File: src/rtl/rr_mux4_arbiter_pkg.sv
// Shared definitions for the 4-way round-robin mux arbiter.
//   NUM_REQ / SEL_W : number of requesters and width of an owner index
//   CNT_W           : width of the per-grant beat counter
//   state_t         : arbiter FSM states
//   onehot()        : owner index to one-hot grant vector
package rr_mux4_arbiter_pkg;

  localparam int NUM_REQ = 4;
  localparam int SEL_W   = 2;
  localparam int CNT_W   = 4;

  typedef enum logic {
    IDLE  = 1'b0,
    GRANT = 1'b1
  } state_t;

  function automatic logic [NUM_REQ-1:0] onehot(input logic [SEL_W-1:0] idx);
    return NUM_REQ'(1) << idx;
  endfunction

endpackage

File: src/rtl/rr_mux4_arbiter_if.sv
// Bus bundle between the four producers, the arbiter and the single consumer.
//   req       : per-requester valid
//   in_data   : packed requester data, slice i = [i*DW +: DW]
//   ack       : per-requester ready/pop (one-hot or zero)
//   grant     : one-hot channel owner (zero when idle)
//   sel       : index of the current owner
//   out_data  : selected data (zero when not granted)
//   out_valid : output beat valid
//   out_ready : consumer ready
// Modports: slave = arbiter side, master = producer/consumer environment side.
interface rr_mux4_arbiter_if #(
  parameter int DW = 8
);
  import rr_mux4_arbiter_pkg::*;

  logic [NUM_REQ-1:0]    req;
  logic [NUM_REQ*DW-1:0] in_data;
  logic [NUM_REQ-1:0]    ack;
  logic [NUM_REQ-1:0]    grant;
  logic [SEL_W-1:0]      sel;
  logic [DW-1:0]         out_data;
  logic                  out_valid;
  logic                  out_ready;

  modport slave (
    input  req, in_data, out_ready,
    output ack, grant, sel, out_data, out_valid
  );

  modport master (
    output req, in_data, out_ready,
    input  ack, grant, sel, out_data, out_valid
  );

endinterface

File: src/rtl/rr_mux4_arbiter_pick4.sv
// rr_pick4: combinational rotating-priority scan.
//   ptr : index with highest priority this round
//   req : request vector
//   idx : first requester found scanning ptr, ptr+1, ... (mod 4)
//   any : at least one request present (idx is meaningful only then)
module rr_pick4
  import rr_mux4_arbiter_pkg::*;
(
  input  logic [SEL_W-1:0]   ptr,
  input  logic [NUM_REQ-1:0] req,
  output logic [SEL_W-1:0]   idx,
  output logic               any
);

  // Scan from the lowest priority upward so the last hit (offset 0 from
  // ptr) wins. The 2-bit sum wraps 3 -> 0 by itself.
  always_comb begin
    // NOTE: every output gets a default before any branch so no latch is inferred.
    idx = ptr;
    any = |req;
    for (int k = NUM_REQ - 1; k >= 0; k--) begin
      if (req[ptr + SEL_W'(k)]) begin
        idx = ptr + SEL_W'(k);
      end
    end
  end

endmodule

File: src/rtl/rr_mux4_arbiter.sv
// rr_mux4_arbiter: shares one DW-bit valid/ready channel among 4 requesters.
// A requester is chosen round-robin from ptr, keeps the channel for up to
// MAX_BURST accepted beats (or until it drops req), then priority moves to
// the next index. One idle cycle separates consecutive grants.
//   clk : rising-edge clock
//   rst : asynchronous active-high reset
//   bus : rr_mux4_arbiter_if.slave (req/in_data/ack in, grant/sel/out_* out)
// Parameters: DW data width, MAX_BURST beats per grant (1..15).
module rr_mux4_arbiter
  import rr_mux4_arbiter_pkg::*;
#(
  parameter int DW        = 8,
  parameter int MAX_BURST = 4
) (
  input  logic                 clk,
  input  logic                 rst,
  rr_mux4_arbiter_if.slave     bus
);

  localparam logic [CNT_W-1:0] LAST_BEAT = CNT_W'(MAX_BURST - 1);

  state_t               state_q, state_d;
  logic [SEL_W-1:0]     ptr_q, ptr_d;
  logic [SEL_W-1:0]     sel_q, sel_d;
  logic [NUM_REQ-1:0]   grant_q, grant_d;
  logic [CNT_W-1:0]     beat_cnt_q, beat_cnt_d;

  logic [SEL_W-1:0]     pick_idx;
  logic                 pick_any;
  logic                 owner_req;
  logic                 beat;

  logic [NUM_REQ-1:0]   ack;
  logic [DW-1:0]        out_data;
  logic                 out_valid;

  rr_pick4 u_pick (
    .ptr (ptr_q),
    .req (bus.req),
    .idx (pick_idx),
    .any (pick_any)
  );

  assign owner_req = bus.req[sel_q];
  assign beat      = (state_q == GRANT) && owner_req && bus.out_ready;

  // State register.
  always_ff @(posedge clk or posedge rst) begin
    if (rst) begin
      state_q    <= IDLE;
      ptr_q      <= '0;
      sel_q      <= '0;
      grant_q    <= '0;
      beat_cnt_q <= '0;
    end else begin
      // NOTE: non-blocking so every flop samples the pre-edge value of the others.
      state_q    <= state_d;
      ptr_q      <= ptr_d;
      sel_q      <= sel_d;
      grant_q    <= grant_d;
      beat_cnt_q <= beat_cnt_d;
    end
  end

  // Next-state logic.
  always_comb begin
    state_d    = state_q;
    ptr_d      = ptr_q;
    sel_d      = sel_q;
    grant_d    = grant_q;
    beat_cnt_d = beat_cnt_q;

    case (state_q)
      IDLE: begin
        if (pick_any) begin
          state_d    = GRANT;
          sel_d      = pick_idx;
          grant_d    = onehot(pick_idx);
          beat_cnt_d = '0;
        end
      end

      GRANT: begin
        // A withdrawn owner releases without counting a beat; otherwise the
        // grant ends on the accepted beat that completes the burst.
        if (!owner_req || (beat && (beat_cnt_q == LAST_BEAT))) begin
          state_d = IDLE;
          ptr_d   = sel_q + SEL_W'(1);
          grant_d = '0;
        end else if (beat) begin
          beat_cnt_d = beat_cnt_q + CNT_W'(1);
        end
      end

      default: begin
        state_d = IDLE;
        grant_d = '0;
      end
    endcase
  end

  // Outputs: combinational from the registered owner so that reset clears
  // the channel immediately and a dropped req clears valid in the same cycle.
  always_comb begin
    out_valid = 1'b0;
    out_data  = '0;
    ack       = '0;
    if (state_q == GRANT) begin
      out_valid = owner_req;
      out_data  = bus.in_data[int'(sel_q) * DW +: DW];
      ack       = onehot(sel_q) & {NUM_REQ{beat}};
    end
  end

  assign bus.ack       = ack;
  assign bus.grant     = grant_q;
  assign bus.sel       = sel_q;
  assign bus.out_data  = out_data;
  assign bus.out_valid = out_valid;

endmodule

File: src/flat_wrapper.sv
// flat-port wrapper written by rule: the top's interface ports become plain ports
module rr_mux4_arbiter_flat import rr_mux4_arbiter_pkg::*;
#(
  parameter int DW        = 8,
  parameter int MAX_BURST = 4
)
  (clk, rst, bus_req, bus_in_data, bus_out_ready, bus_ack, bus_grant, bus_sel, bus_out_data, bus_out_valid);
  rr_mux4_arbiter_if #(.DW(DW)) bus_i ();
  input  logic clk;
  input  logic rst;
  input wire logic [$bits(bus_i.req)-1:0] bus_req;
  input wire logic [$bits(bus_i.in_data)-1:0] bus_in_data;
  input wire logic [$bits(bus_i.out_ready)-1:0] bus_out_ready;
  output wire logic [$bits(bus_i.ack)-1:0] bus_ack;
  output wire logic [$bits(bus_i.grant)-1:0] bus_grant;
  output wire logic [$bits(bus_i.sel)-1:0] bus_sel;
  output wire logic [$bits(bus_i.out_data)-1:0] bus_out_data;
  output wire logic [$bits(bus_i.out_valid)-1:0] bus_out_valid;
  assign bus_i.req = bus_req;
  assign bus_i.in_data = bus_in_data;
  assign bus_i.out_ready = bus_out_ready;
  assign bus_ack = bus_i.ack;
  assign bus_grant = bus_i.grant;
  assign bus_sel = bus_i.sel;
  assign bus_out_data = bus_i.out_data;
  assign bus_out_valid = bus_i.out_valid;
  rr_mux4_arbiter #(.DW(DW), .MAX_BURST(MAX_BURST)) u_core (.clk(clk), .rst(rst), .bus(bus_i));
endmodule
File: config.mk
export PLATFORM = sky130hd
export DESIGN_NAME = rr_mux4_arbiter_flat
export DESIGN_NICKNAME = d
export VERILOG_FILES = /design/src/rtl/rr_mux4_arbiter_pkg.sv /design/src/rtl/rr_mux4_arbiter_if.sv /design/src/rtl/rr_mux4_arbiter_pick4.sv /design/src/rtl/rr_mux4_arbiter.sv /design/src/flat_wrapper.sv
export SDC_FILE = /design/constraint.sdc
export NUM_CORES = 1
export LEC_CHECK = 0
export ABC_CLOCK_PERIOD_IN_PS = 1950
export CAP_MARGIN = 20
export CORE_ASPECT_RATIO = 0.6
export CORE_MARGIN = 4
export CORE_UTILIZATION = 38
export DETAILED_ROUTE_END_ITERATION = 10
export PLACE_DENSITY = 0.79
export SYNTH_ARGS = -nofsm -noshare
export SYNTH_HDL_FRONTEND = slang
export SYNTH_SLANG_ARGS = --single-unit
File: constraint.sdc
create_clock -name clk -period 1.95 [get_ports clk]
set_clock_uncertainty 0.05 [all_clocks]
set_input_delay 0.195 -clock clk [delete_from_list [all_inputs] [get_ports clk]]
set_output_delay 0.195 -clock clk [all_outputs]
set_load 0.01 [all_outputs]
Word-level counts from Yosys, hierarchy flattened. Index checks and enable logic that the tools add are counted.

Register bits: 13. Bits in latches: 0. Memory bits (writable): 0. ROM bits: 0. Input port bits: 39. Output and inout bits: 19. Memories kept: 0.

$add $sub $neg: 5. Multiply operators: 0. Divide/modulo/power cells: 0. Order comparisons: 5. Eq/ne operators: 5. Shifts and indexed selects: 3. Muxes and demuxes: 27. Bitwise logic cells: 2. Reduce and logical (&&, ||, !) cells: 10.

Operators with widths (number): 32-bit by 6-bit variable part select with 8-bit output (1); 4-bit 2-to-1 mux (6); 4-bit one-hot mux with 2 select lines (2); 2-bit by 3-bit < comparator with 1-bit output, second input constant (5); 1-bit binary-select mux with 2-bit select (5); 1-bit 2-to-1 mux (8); 2-bit 2-to-1 mux (4); 8-bit 2-to-1 mux (1); 1-bit by 2-bit left shift with 4-bit output, first input constant (2); 2-bit inequality test, second input constant (3); 2-bit AND reduction (3); 2-bit by 1-bit adder with 2-bit output, second input constant (2); 2-bit adder, second input constant (2); 4-bit by 1-bit adder with 4-bit output, second input constant (1); 4-bit AND (1); 4-bit by 2-bit == test with 1-bit output, second input constant (1); 4-bit OR reduction (1); 1-bit logical AND (3); 3-bit AND reduction (1); 2-bit by 1-bit inequality test with 1-bit output, second input constant (1); 1-bit one-hot mux with 2 select lines (1); 1-bit logical NOT (1); 1-bit logical OR (1); 1-bit NOT (1).

Longest topological paths before layout.
Word-level depth: 10. Gate-level depth with buffers: 5. Depth with buffers taken out: 5.

Modules after synthesis. Synthesis repeated with hierarchy kept, for this count alone.

Cell total of the unflattened synthesis: 114. Area total of the unflattened synthesis: 1177.4 um^2.

By module, submodules not included: rr_mux4_arbiter (times used 1, cells each 98, area each 1077.3 um^2, seq. area each 325.3 um^2); rr_pick4 (times used 1, cells each 16, area each 100.1 um^2, seq. area each 0.0 um^2).

Worst setup path after synthesis. OpenSTA, ideal clock, no wires.

Kind: register to register. From: register u_core.sel_q[1], in the netlist u_core.bus.sel[1]. To: register u_core.grant_q[2], in the netlist u_core.bus.grant[2]. Arrival time: 1556 ps. Setup slack: 223 ps. Stages on the path, launching flop included: 5. Buffers on the path: 0. Path through: dfrtp_1 mux4_2 a21bo_1 and2_4 a22o_1.

Word-level cells in the longest chain between the ends: 8. Elaborated cells between the ends (all ways): 9.

Ends and longest elaborated chain: start, declared (line rr_mux4_arbiter.sv:24) `logic [SEL_W-1:0] sel_q, sel_d;`; start signal, assigned (line rr_mux4_arbiter.sv:59) `sel_q <= sel_d;`; 1-bit binary-select mux with 2-bit select (*) (line rr_mux4_arbiter.sv:44) `assign owner_req = bus.req[sel_q];`; 1-bit 2-to-1 mux (implied by the code) (*) (line rr_mux4_arbiter.sv:44); 1-bit logical AND (2 in series) (line rr_mux4_arbiter.sv:45) `assign beat = (state_q == GRANT) && owner_req && bus.out_ready;`; 1-bit logical AND (line rr_mux4_arbiter.sv:86) `if (!owner_req || (beat && (beat_cnt_q == LAST_BEAT))) begin`; 1-bit logical OR (*) (line rr_mux4_arbiter.sv:86); 2-bit inequality test (no source line) (*); 2-bit AND reduction (no source line) (*); end signal, assigned (line rr_mux4_arbiter.sv:60) `grant_q <= grant_d;`; end, declared (line rr_mux4_arbiter.sv:25) `logic [NUM_REQ-1:0] grant_q, grant_d;`.

Every way passes the cells marked *; elsewhere a longest branch is shown, timed or not. The select of a mux whose other input is x is not followed. A chain may end at the register's enable or synchronous reset.

Worst setup path after layout.
From: register u_core.sel_q[0], in the netlist u_core.bus.sel[0]. To: output port bus_out_data[2].

Word-level cells in the longest chain between the ends: 2.

Ends and longest elaborated chain: 32-bit by 6-bit variable part select with 8-bit output (line rr_mux4_arbiter.sv:110) `out_data = bus.in_data[int'(sel_q) * DW +: DW];`; 8-bit 2-to-1 mux (line rr_mux4_arbiter.sv:108) `if (state_q == GRANT) begin`; end, declared (line flat_wrapper.sv:17) `output wire logic [$bits(bus_i.out_data)-1:0] bus_out_data;`.

No other way between the ends.

==> reports/metrics.yaml <==
status: "completed"
grt_start_max_net_pins: 14
vias: 1066
place.gp.congestion: 0.830
fin_cells: 201
grt_setup_unrepaired: "yes"
rows: 14
routed_wl_um: 3320
clock.fmax_mhz: 521
drtIter0Drc: 42
crit_arrival_ps: 1670
cts_inserted_buffers: 3
regArea_um2: 325
multiInputGateArea_um2: 669
powerDensity_nw_per_um2: 1240
worst_slew_pin_slew_ps: 483
core_area_um2: 2540
boundaryPins: 58
critPathLaunchType: "flip-flop"
routedWlPerCell_um: 16.5
initial_core_util_pct: 40.4
dpl_cell_area_um2: 1720
required_ps: 1700
synthCells: 95
h-tree-depth: 1
die_w_um: 75.1
drive_above_1_share_pct: 26.6
fin_area_um2: 1770
drc: 0
gr-usage-all-layers_pct: 18.0
nNetsFinal: 214
fillers: 186
ys_ff_latch: 13
syn-cell-area_um2: 1030
setup_viol: 0
clk_latency_ps: 240
syn_area_per_cell_um2: 10.8
cts_tree: "yes"
antenna_found_initial: 0
cts_sinks: 13
dp.cells: 192
die-area_um2: 3630
synth_top_area_cell: "dfrtp_1"
diodes: 0
clock_path_buffers: 2
vdd_drop_max_v: 0.000858
cts_root_buf: "clkbuf_8"
place_ws_ps: -263
post-route-period-util_pct: 98.4
path_class: "reg -> out"
overflow: 0
synth_top_area_share_pct: 31.7
synth_area_leaders: "dfrtp_1 (32%), mux4_2 (20%), and2_1 (7.9%)"
grt_first_pass_wirelength_um: 4750
syn_nets: 139
die_h_um: 48.3
critPathCaptureType: "output port"
hp-class: "in -> async"
crit_fanout: 3
maxCapViolCount: 0
portBuffers: 57
hold_violations: 0
synthToLayoutAreaGrowth_pct: 72.0
seq_area_frac_synth_pct: 31.7
final_antenna_net_count: 0
via_per_inst: 5.30
yosysWarningCount: 0
tns_ps: 0
yosys.cell_types.count: 33
clk_pin_slew_worst_paths_ps: 50
maxSlewViolCount: 0
fin_crit_ps: 1920
drt_first_pass_iters: 4
slew_headroom_pct: 67.7
leakagePower_nw: 0.814
dp_hpwl_um: 2670
first_global_vias: 969
setup_ws_ps: 31.1
-- final timing paths --
check,startpoint,end,slack (ps),depth (start not counted)
hold / removal,rst,u_core.bus.grant[1],220,2
max in group asynchronous,rst,u_core.ptr_q[0],1300,2
setup / recovery,u_core.bus.sel[0],bus_out_data[2],30,6
hold reg to reg,u_core.bus.grant[0],u_core.bus.grant[0],450,1
min in group clk,u_core.bus.grant[0],u_core.bus.grant[0],450,1
setup reg to reg,u_core.beat_cnt_q[0],u_core.bus.grant[2],120,5
-- where the power goes --
part	leakage (nW)	internal [W]	switching, W	total [W]
Sequential	0.168	0.000376	0.000103	0.000478
Clock	0.0228	0.000144	0.0000924	0.000237
Combinational	0.623	0.000845	0.000627	0.00147
Total	0.814	0.00136	0.000822	0.00219
-- layout by cell type, fill, tap and decap left out, types with 5 or more instances in the layout --
| master | netlist | final |
|---|---|---|
| nand2_1 | 5 | 5 |
| mux4_2 | 9 | 9 |
| dfrtp_1 | 13 | 13 |
| buf_2 | 1 | 11 |
| and2_1 | 13 | 12 |
| inv_1 | 6 | 6 |
| ha_1 | 5 | 5 |
| clkdlybuf4s50_1 | 0 | 44 |
| buf_6 | 0 | 5 |
| buf_4 | 0 | 11 |
-- area by class of cell --
type | instances | share of cell area, %
clock buffer | 4 | 2.55
inverter | 6 | 1.27
multi-input combinational | 73 | 37.9
sequential | 13 | 18.4
tap | 32 | 2.27
timing repair buffer | 73 | 37.6
-- metal layers --
metal / vias to the layer above / track usage (%) / routed length (µm)
li1: 496 / - / -
met1: 518 / 26.5 / 1500
met2: 52 / 28.2 / 1510
met3: 0 / 4.12 / 303
met4: 0 / 2.13 / 0
met5: - / 0 / 0
-- flip-flops by register name (all words and copies together) (netlist names) --
signal             count
u_core.bus.grant       4
u_core.ptr_q           2
u_core.bus.sel         2
u_core.beat_cnt_q      4
u_core.state_q         1
-- cells in the mapped netlist (all sizes together) --
master   instances
a211o            1
a211oi           1
a21bo            2
a21boi           1
a21o             4
a21oi            4
a22o             2
and2            14
and3             2
buf              1
clkbuf           2
dfrtp           13
ha               5
inv              6
mux2             1
mux2i            2
mux4             9
nand2            5
nand2b           3
nand3            1
nand4            1
nand4b           1
nor2             3
nor2b            1
o2111ai          1
o21ai            4
o2bb2ai          2
or3              1
or4bb            1
xor2             1
-- metrics by stage --
stage / power [W] / util (%) / hold slack (ps)
2_1_floorplan: 0.00123 / - / 22.0
3_5_place_dp: 0.00193 / 67.7 / 433
3_3_place_gp: 0.00188 / 67.7 / 428
4_1_cts: 0.00220 / 70.0 / 236
5_1_grt: 0.00235 / 69.6 / 280
6_report: 0.00219 / 69.6 / 221
-- critical path, cell delays in order (launching register included) --
cell and delay (ps):
dfrtp_1 390, buf_12 120, buf_6 90, buf_6 90, mux4_2 470, and2_1 140
buf_2 130
-- what timing repair did --
| item | 4_1_cts | 5_1_grt |
|---|---|---|
| resized for setup | 50 | 6 |
| endpoints found under the setup margin | 13 | 10 |
| pin swaps | 8 | 1 |
| setup buffers | 5 | 1 |
| hold buffers | 0 | 0 |
-- cells by family (layout without fill, tap and decap cells) --
family / after synthesis / in the layout / synth area share [%]
simple gates: 33 / 33 / 19.5
compound gates: 22 / 22 / 15.7
flops: 13 / 13 / 31.7
mux: 12 / 12 / 22.8
buf+inv: 9 / 83 / 3.41
fa+ha+maj: 5 / 5 / 6.09
xor+xnor: 1 / 1 / 0.853
No activity file was read; power rests on OpenSTA's default activity.
